==> config.mk <==
export PLATFORM = sky130hd
export DESIGN_NAME = sum_cla_seq
export DESIGN_NICKNAME = d
export VERILOG_FILES = /design/src/rtl/sum_cla_seq.sv
export SDC_FILE = /design/constraint.sdc
export NUM_CORES = 1
export LEC_CHECK = 0
export BUFFER_PORTS_ARGS = -buffer_cell sky130_fd_sc_hd__buf_2
export CAP_MARGIN = 40
export CORE_UTILIZATION = 37
export DETAILED_ROUTE_END_ITERATION = 16
export GPL_TIMING_DRIVEN = 0
export SYNTH_ARGS = -nofsm -noshare
export SYNTH_HDL_FRONTEND = slang
export SYNTH_SLANG_ARGS = --single-unit
export TNS_END_PERCENT = 50
==> constraint.sdc <==
create_clock -name clk -period 3.8 [get_ports clk]
set_clock_uncertainty 0.05 [all_clocks]
set_input_delay 0.19 -clock clk [delete_from_list [all_inputs] [get_ports clk]]
set_output_delay 0.19 -clock clk [all_outputs]
set_load 0.01 [all_outputs]
==> src/rtl/sum_cla_seq.sv <==
// rtl/sum_cla_seq.sv - sequential WIDTH-bit adder/subtractor built on one 4-bit CLA slice
//
// Purpose: adds or subtracts two WIDTH-bit operands, one 4-bit group per clock,
// LSB group first. It uses a start/busy/done handshake.
//
// Ports:
//   clk     in   single clock, rising edge
//   rst_n   in   asynchronous active-low reset
//   start   in   launch request, sampled in IDLE only
//   sumar   in   add-mode select, sampled with start
//   restar  in   subtract-mode select, sampled with start
//   A, B    in   operands, sampled with start
//   c_in    in   carry-in for add mode, sampled with start
//   busy    out  computation in progress
//   done    out  one-cycle pulse, results valid from this cycle
//   S       out  result
//   c_out   out  carry out of MSB (no-borrow in subtract mode)
//   ovf     out  two's-complement overflow
//   zero    out  S == 0
module sum_cla_seq #(
  parameter int WIDTH = 16
) (
  input  logic             clk,
  input  logic             rst_n,
  input  logic             start,
  input  logic             sumar,
  input  logic             restar,
  input  logic [WIDTH-1:0] A,
  input  logic [WIDTH-1:0] B,
  input  logic             c_in,
  output logic             busy,
  output logic             done,
  output logic [WIDTH-1:0] S,
  output logic             c_out,
  output logic             ovf,
  output logic             zero
);

  localparam int NG   = WIDTH / 4;
  localparam int IDXW = (NG > 1) ? $clog2(NG) : 1;

  typedef enum logic [1:0] {
    ST_IDLE,
    ST_RUN,
    ST_DONE
  } state_t;

  state_t           r_state;
  state_t           w_next;

  logic [IDXW-1:0]  r_idx;
  logic [WIDTH-1:0] r_a;
  logic [WIDTH-1:0] r_b;      // effective B: B, ~B or 0 depending on mode
  logic [WIDTH-1:0] r_acc;
  logic             r_carry;

  logic [IDXW+1:0]  w_base;
  logic [3:0]       w_ga;
  logic [3:0]       w_gb;
  logic [3:0]       w_g;
  logic [3:0]       w_p;
  logic [4:0]       w_c;
  logic [3:0]       w_gs;
  logic [WIDTH-1:0] w_acc_next;
  logic             w_last;
  logic             w_mode_add;
  logic             w_mode_sub;

  assign w_mode_add = sumar & ~restar;
  assign w_mode_sub = ~sumar & restar;

  // Bit offset of the group being processed.
  assign w_base = {r_idx, 2'b00};
  assign w_ga   = r_a[w_base +: 4];
  assign w_gb   = r_b[w_base +: 4];
  assign w_last = (r_idx == IDXW'(NG - 1));

  // 4-bit carry-lookahead slice.
  assign w_g    = w_ga & w_gb;
  assign w_p    = w_ga ^ w_gb;
  assign w_c[0] = r_carry;
  assign w_c[1] = w_g[0] | (w_p[0] & w_c[0]);
  assign w_c[2] = w_g[1] | (w_p[1] & w_g[0]) | (w_p[1] & w_p[0] & w_c[0]);
  assign w_c[3] = w_g[2] | (w_p[2] & w_g[1]) | (w_p[2] & w_p[1] & w_g[0])
                | (w_p[2] & w_p[1] & w_p[0] & w_c[0]);
  assign w_c[4] = w_g[3] | (w_p[3] & w_g[2]) | (w_p[3] & w_p[2] & w_g[1])
                | (w_p[3] & w_p[2] & w_p[1] & w_g[0])
                | (w_p[3] & w_p[2] & w_p[1] & w_p[0] & w_c[0]);
  assign w_gs   = w_p ^ w_c[3:0];

  // Accumulator with the current group merged in; the final transfer to S
  // must include the last group computed on that same edge.
  always_comb begin
    w_acc_next               = r_acc;
    w_acc_next[w_base +: 4]  = w_gs;
  end

  always_ff @(posedge clk or negedge rst_n) begin
    if (!rst_n) begin
      r_state <= ST_IDLE;
    end else begin
      r_state <= w_next;
    end
  end

  always_comb begin
    w_next = r_state;
    busy   = 1'b0;
    done   = 1'b0;
    case (r_state)
      ST_IDLE: begin
        if (start) begin
          w_next = ST_RUN;
        end
      end
      ST_RUN: begin
        busy = 1'b1;
        if (w_last) begin
          w_next = ST_DONE;
        end
      end
      ST_DONE: begin
        done   = 1'b1;
        w_next = ST_IDLE;
      end
      default: begin
        w_next = ST_IDLE;
      end
    endcase
  end

  always_ff @(posedge clk or negedge rst_n) begin
    if (!rst_n) begin
      r_idx   <= '0;
      r_a     <= '0;
      r_b     <= '0;
      r_acc   <= '0;
      r_carry <= 1'b0;
      S       <= '0;
      c_out   <= 1'b0;
      ovf     <= 1'b0;
      zero    <= 1'b0;
    end else begin
      case (r_state)
        ST_IDLE: begin
          if (start) begin
            r_a   <= A;
            r_idx <= '0;
            // Subtract is A + ~B + 1; invalid modes reduce to A + 0 + 0.
            if (w_mode_add) begin
              r_b     <= B;
              r_carry <= c_in;
            end else if (w_mode_sub) begin
              r_b     <= ~B;
              r_carry <= 1'b1;
            end else begin
              r_b     <= '0;
              r_carry <= 1'b0;
            end
          end
        end
        ST_RUN: begin
          r_acc   <= w_acc_next;
          r_carry <= w_c[4];
          if (w_last) begin
            r_idx <= '0;
            S     <= w_acc_next;
            c_out <= w_c[4];
            ovf   <= w_c[3] ^ w_c[4];
            zero  <= (w_acc_next == '0);
          end else begin
            r_idx <= r_idx + 1'b1;
          end
        end
        default: begin
        end
      endcase
    end
  end

endmodule

==> results.txt <==
The run finished with clean final reports. The critical path goes through buf_2 > mux4_2 > ha_1 > a21o_1 > a21oi_1 > xnor2_1 > a221oi_1 > nor2_1. The synthesized instance count is 379. The net count of the finished layout is 516. The most used flip-flop cell after synthesis is sky130_fd_sc_hd__dfrtp_1. After legalization and detailed placement, the total HPWL measured 6320 um. The number of flops mapped to enable cells by yosys is 0. Summing internal, switching and leakage power gives 4.05 mW. The routed design could run at a clock period as short as 3.22 ns.

The worst IR drop on VDD came out at 0.000316 V. The setup TNS came out at 0 ns. The leakage power is 2.15 nW. The upper clock frequency limit is 311 MHz. The overflow left after global routing came out at 0.

Grouping stages by cell kind, the critical path spends the most delay in compound AO/OA/AOI/OAI gates. The number of global-route vias before repair is 2924. TritonCTS built the clock tree. The total clock sinks came out at 72. For the worst-skew pair, the clock arrives at the later sink with an insertion delay of 0.34 ns. The die is 101 um wide.

The floorplan core area came out at 9370 um^2. The slowest library cell on the worst path is sky130_fd_sc_hd__mux4_2. The area of all placed cells without fillers came out at 4490 um^2. The wire length of the first global-routing pass is 14700 um. The worst pin sits at a relative slew slack of 40.2%. The clock edge transition at the registers on the reported setup and hold paths came out at 0.08 ns. The number of library cell types mapped by synthesis is 41. The post-synthesis area per instance came out at 9.54 um^2. The congestion estimate from routability-driven global placement came to 0.884. The number of hold buffers added after CTS was 17. The initial cell density of the core is 38.6%. The total count of max-transition violations in the final report came out at 0. The area added between synthesis and finish is 24.1%. Once placement completed, the tool counted placed cells totaling 567. The total buffers and inverters traversed by the critical path is 1. The number of detailed-route iterations in the first pass came out at 4.

The total nets after synthesis is 429. The number of endpoints failing setup at the final stage came out at 0. Setup repair after global routing left no endpoint under its margin. CTS placed an instance of sky130_fd_sc_hd__clkbuf_8 at the clock tree root. The number of max-cap violations is 0.

The pin count of the biggest net entering global routing came out at 59. The clock buffer count from CTS is 9. In this run the worst path has a maximum fanout of 10. The final worst hold slack is 0.0914 ns. The number of port buffers came out at 58.

The number of register bits inferred by synthesis came out at 72. For this run, the register share of the synthesized area comes to 49.8%. The count of vias placed by the detailed router came out at 3050. In this run the cell area measured after placement is 4100 um^2. The area of the die came out at 10200 um^2. Of the available clock period, the critical path in the final layout requires 84.6%. After detailed routing, the number of remaining DRC violations is 0.

Leaving out fill and tap cells, the most frequent cell in the layout is sky130_fd_sc_hd__nand2_1. The critical path is of the flop to flop type. The fraction of synthesis flops using an asynchronous set or reset pin came out at 100%. The required time of the critical path came out at 3.97 ns.

The number of antenna-violating nets in the routed design came out at 0. In this run the worst hold path is classified as input port to flop. The number of antenna violations at the first check in global routing came out at 0.

The first-iteration detailed-routing DRC count is 129. The total wire length came out at 8860 um. The final hold violation count came out at 0. The post-detailed-route wirelength per cell came out at 14.8 um.

The CTS H-tree depth came out at 3. The post-layout instance count excluding filler cells came out at 599. The count of boundary I/O pins came out at 59. The number of cells upsized or downsized after cts is 0. The total routing resource utilization after global routing is 19.0%.

The buffer depth of the longest clock path came out at 2. The total of warnings raised by yosys came out at 0. The number of rows in the core area is 35. The number of antenna repair diodes is 0. The vertical die dimension is 101 um. The post-synthesis instance area is 3610 um^2. The number of setup buffers added after CTS came out at 0. For the worst setup path, the data arrival time is 3.39 ns. The startpoint kind of the worst setup timing path is a flop. The worst-margin pin slew is 0.894 ns.

The worst setup path is captured at a flop. The share of layout cells above drive strength 1 is 19.1%. After detailed routing, the number of vias per cell comes to 5.09. The largest stage delay on the critical path is 0.62 ns. For this design the ratio of total power to cell area is 904 nW/um^2.

In the layout the commonest cells are 80 x sky130_fd_sc_hd__nand2_1, 72 x sky130_fd_sc_hd__dfrtp_1, 59 x sky130_fd_sc_hd__buf_2, 45 x sky130_fd_sc_hd__nor2_1, 27 x sky130_fd_sc_hd__o21ai_0.
sequential cells by signal, indices dropped and copies added, names as in the netlist:
signal,flops
zero,1
ovf,1
S,16
r_a,16
c_out,1
r_state,2
r_idx,2
r_carry,1
r_acc,16
r_b,16
report_power, final:
part / internal (mW) / total, mW / leakage [nW] / switching [mW]
registers: 1.09 / 1.29 / 0.928 / 0.194
logic: 0.760 / 2.09 / 1.11 / 1.33
clock network: 0.402 / 0.679 / 0.112 / 0.277
through the flow:
step / util [%] / setup WS (ns)
after floorplan: - / 1.12
after detailed placement: 43.7 / 0.597
after global placement: 43.4 / 0.606
after CTS: 47.9 / 0.585
final: 47.9 / 0.584
after global routing: 47.9 / 0.381
per-layer routing:
layer	vias up	track usage, %	routed length (um)
met5	-	0	0
met4	0	5.13	106
met3	11	5.06	382
met2	87	30.9	4240
met1	1449	25.0	4130
li1	1503	-	-
cell families (layout without fill, tap and decap cells):
| family | Yosys count | in the layout | synth area share [%] |
|---|---|---|---|
| and+or+nand+nor | 159 | 159 | 19.6 |
| xor gates and xnor gates | 4 | 4 | 0.969 |
| muxes | 8 | 8 | 4.98 |
| buffers and inverters | 31 | 122 | 3.39 |
| AOI/OAI and AO/OA | 93 | 93 | 16.9 |
| adders and majority gates | 12 | 12 | 4.36 |
| DFF | 72 | 72 | 49.8 |
final cells by class:
type,count,area [um^2]
plain buffers,20,81.3
clock buffers,12,155
clock inverters,3,65.1
fillers,951,4880
inverters,11,41.3
multi-input cells,276,1690
flip-flops and latches,72,1800
well taps,129,161
repair buffers,76,490
worst register-to-register path: stages, from the launching register on:
cell,delay (ns)
sky130_fd_sc_hd__dfrtp_1,0.47
sky130_fd_sc_hd__buf_2,0.36
sky130_fd_sc_hd__mux4_2,0.62
sky130_fd_sc_hd__ha_1,0.33
sky130_fd_sc_hd__a21o_1,0.21
sky130_fd_sc_hd__a21oi_1,0.22
sky130_fd_sc_hd__xnor2_1,0.29
sky130_fd_sc_hd__a221oi_1,0.48
sky130_fd_sc_hd__nor2_1,0.07
final timing paths:
check	slack [ns]	endpoint	from	depth (start not counted)
max	0.58	S[2]$_DFFE_PN0P_	r_idx[0]$_DFFE_PN0P_	8
min in group asynchronous	0.20	S[13]$_DFFE_PN0P_	rst_n	2
min reg2reg	0.43	r_a[1]$_DFFE_PN0P_	r_a[1]$_DFFE_PN0P_	2
max in group asynchronous	2.96	r_b[12]$_DFFE_PN0P_	rst_n	3
min	0.09	r_b[10]$_DFFE_PN0P_	B[10]	3
max reg2reg	0.58	S[2]$_DFFE_PN0P_	r_idx[0]$_DFFE_PN0P_	8
cells in the mapped netlist (2+ instances only):
| library cell | n | area share [%] |
|---|---|---|
| sky130_fd_sc_hd__xnor2_1 | 3 | 0.73 |
| sky130_fd_sc_hd__clkbuf_1 | 17 | 1.8 |
| sky130_fd_sc_hd__mux4_2 | 8 | 5.0 |
| sky130_fd_sc_hd__a221oi_1 | 10 | 2.4 |
| sky130_fd_sc_hd__nand2_1 | 80 | 8.3 |
| sky130_fd_sc_hd__a22o_1 | 14 | 3.4 |
| sky130_fd_sc_hd__o31ai_1 | 5 | 1.0 |
| sky130_fd_sc_hd__nand2b_1 | 4 | 0.69 |
| sky130_fd_sc_hd__buf_2 | 2 | 0.28 |
| sky130_fd_sc_hd__a31oi_1 | 3 | 0.52 |
| sky130_fd_sc_hd__and3_1 | 4 | 0.69 |
| sky130_fd_sc_hd__nor4b_1 | 3 | 0.73 |
| sky130_fd_sc_hd__nor2_1 | 45 | 4.7 |
| sky130_fd_sc_hd__ha_1 | 11 | 3.8 |
| sky130_fd_sc_hd__o21ai_0 | 27 | 3.7 |
| sky130_fd_sc_hd__nor4_1 | 5 | 0.87 |
| sky130_fd_sc_hd__inv_1 | 11 | 1.1 |
| sky130_fd_sc_hd__nor3_1 | 2 | 0.28 |
| sky130_fd_sc_hd__a21oi_1 | 25 | 3.5 |
| sky130_fd_sc_hd__nor2b_1 | 3 | 0.52 |
| sky130_fd_sc_hd__dfrtp_1 | 72 | 50 |
| sky130_fd_sc_hd__nand3_1 | 4 | 0.55 |
| sky130_fd_sc_hd__a21o_1 | 3 | 0.62 |
Power figures use the tool's default switching activity.
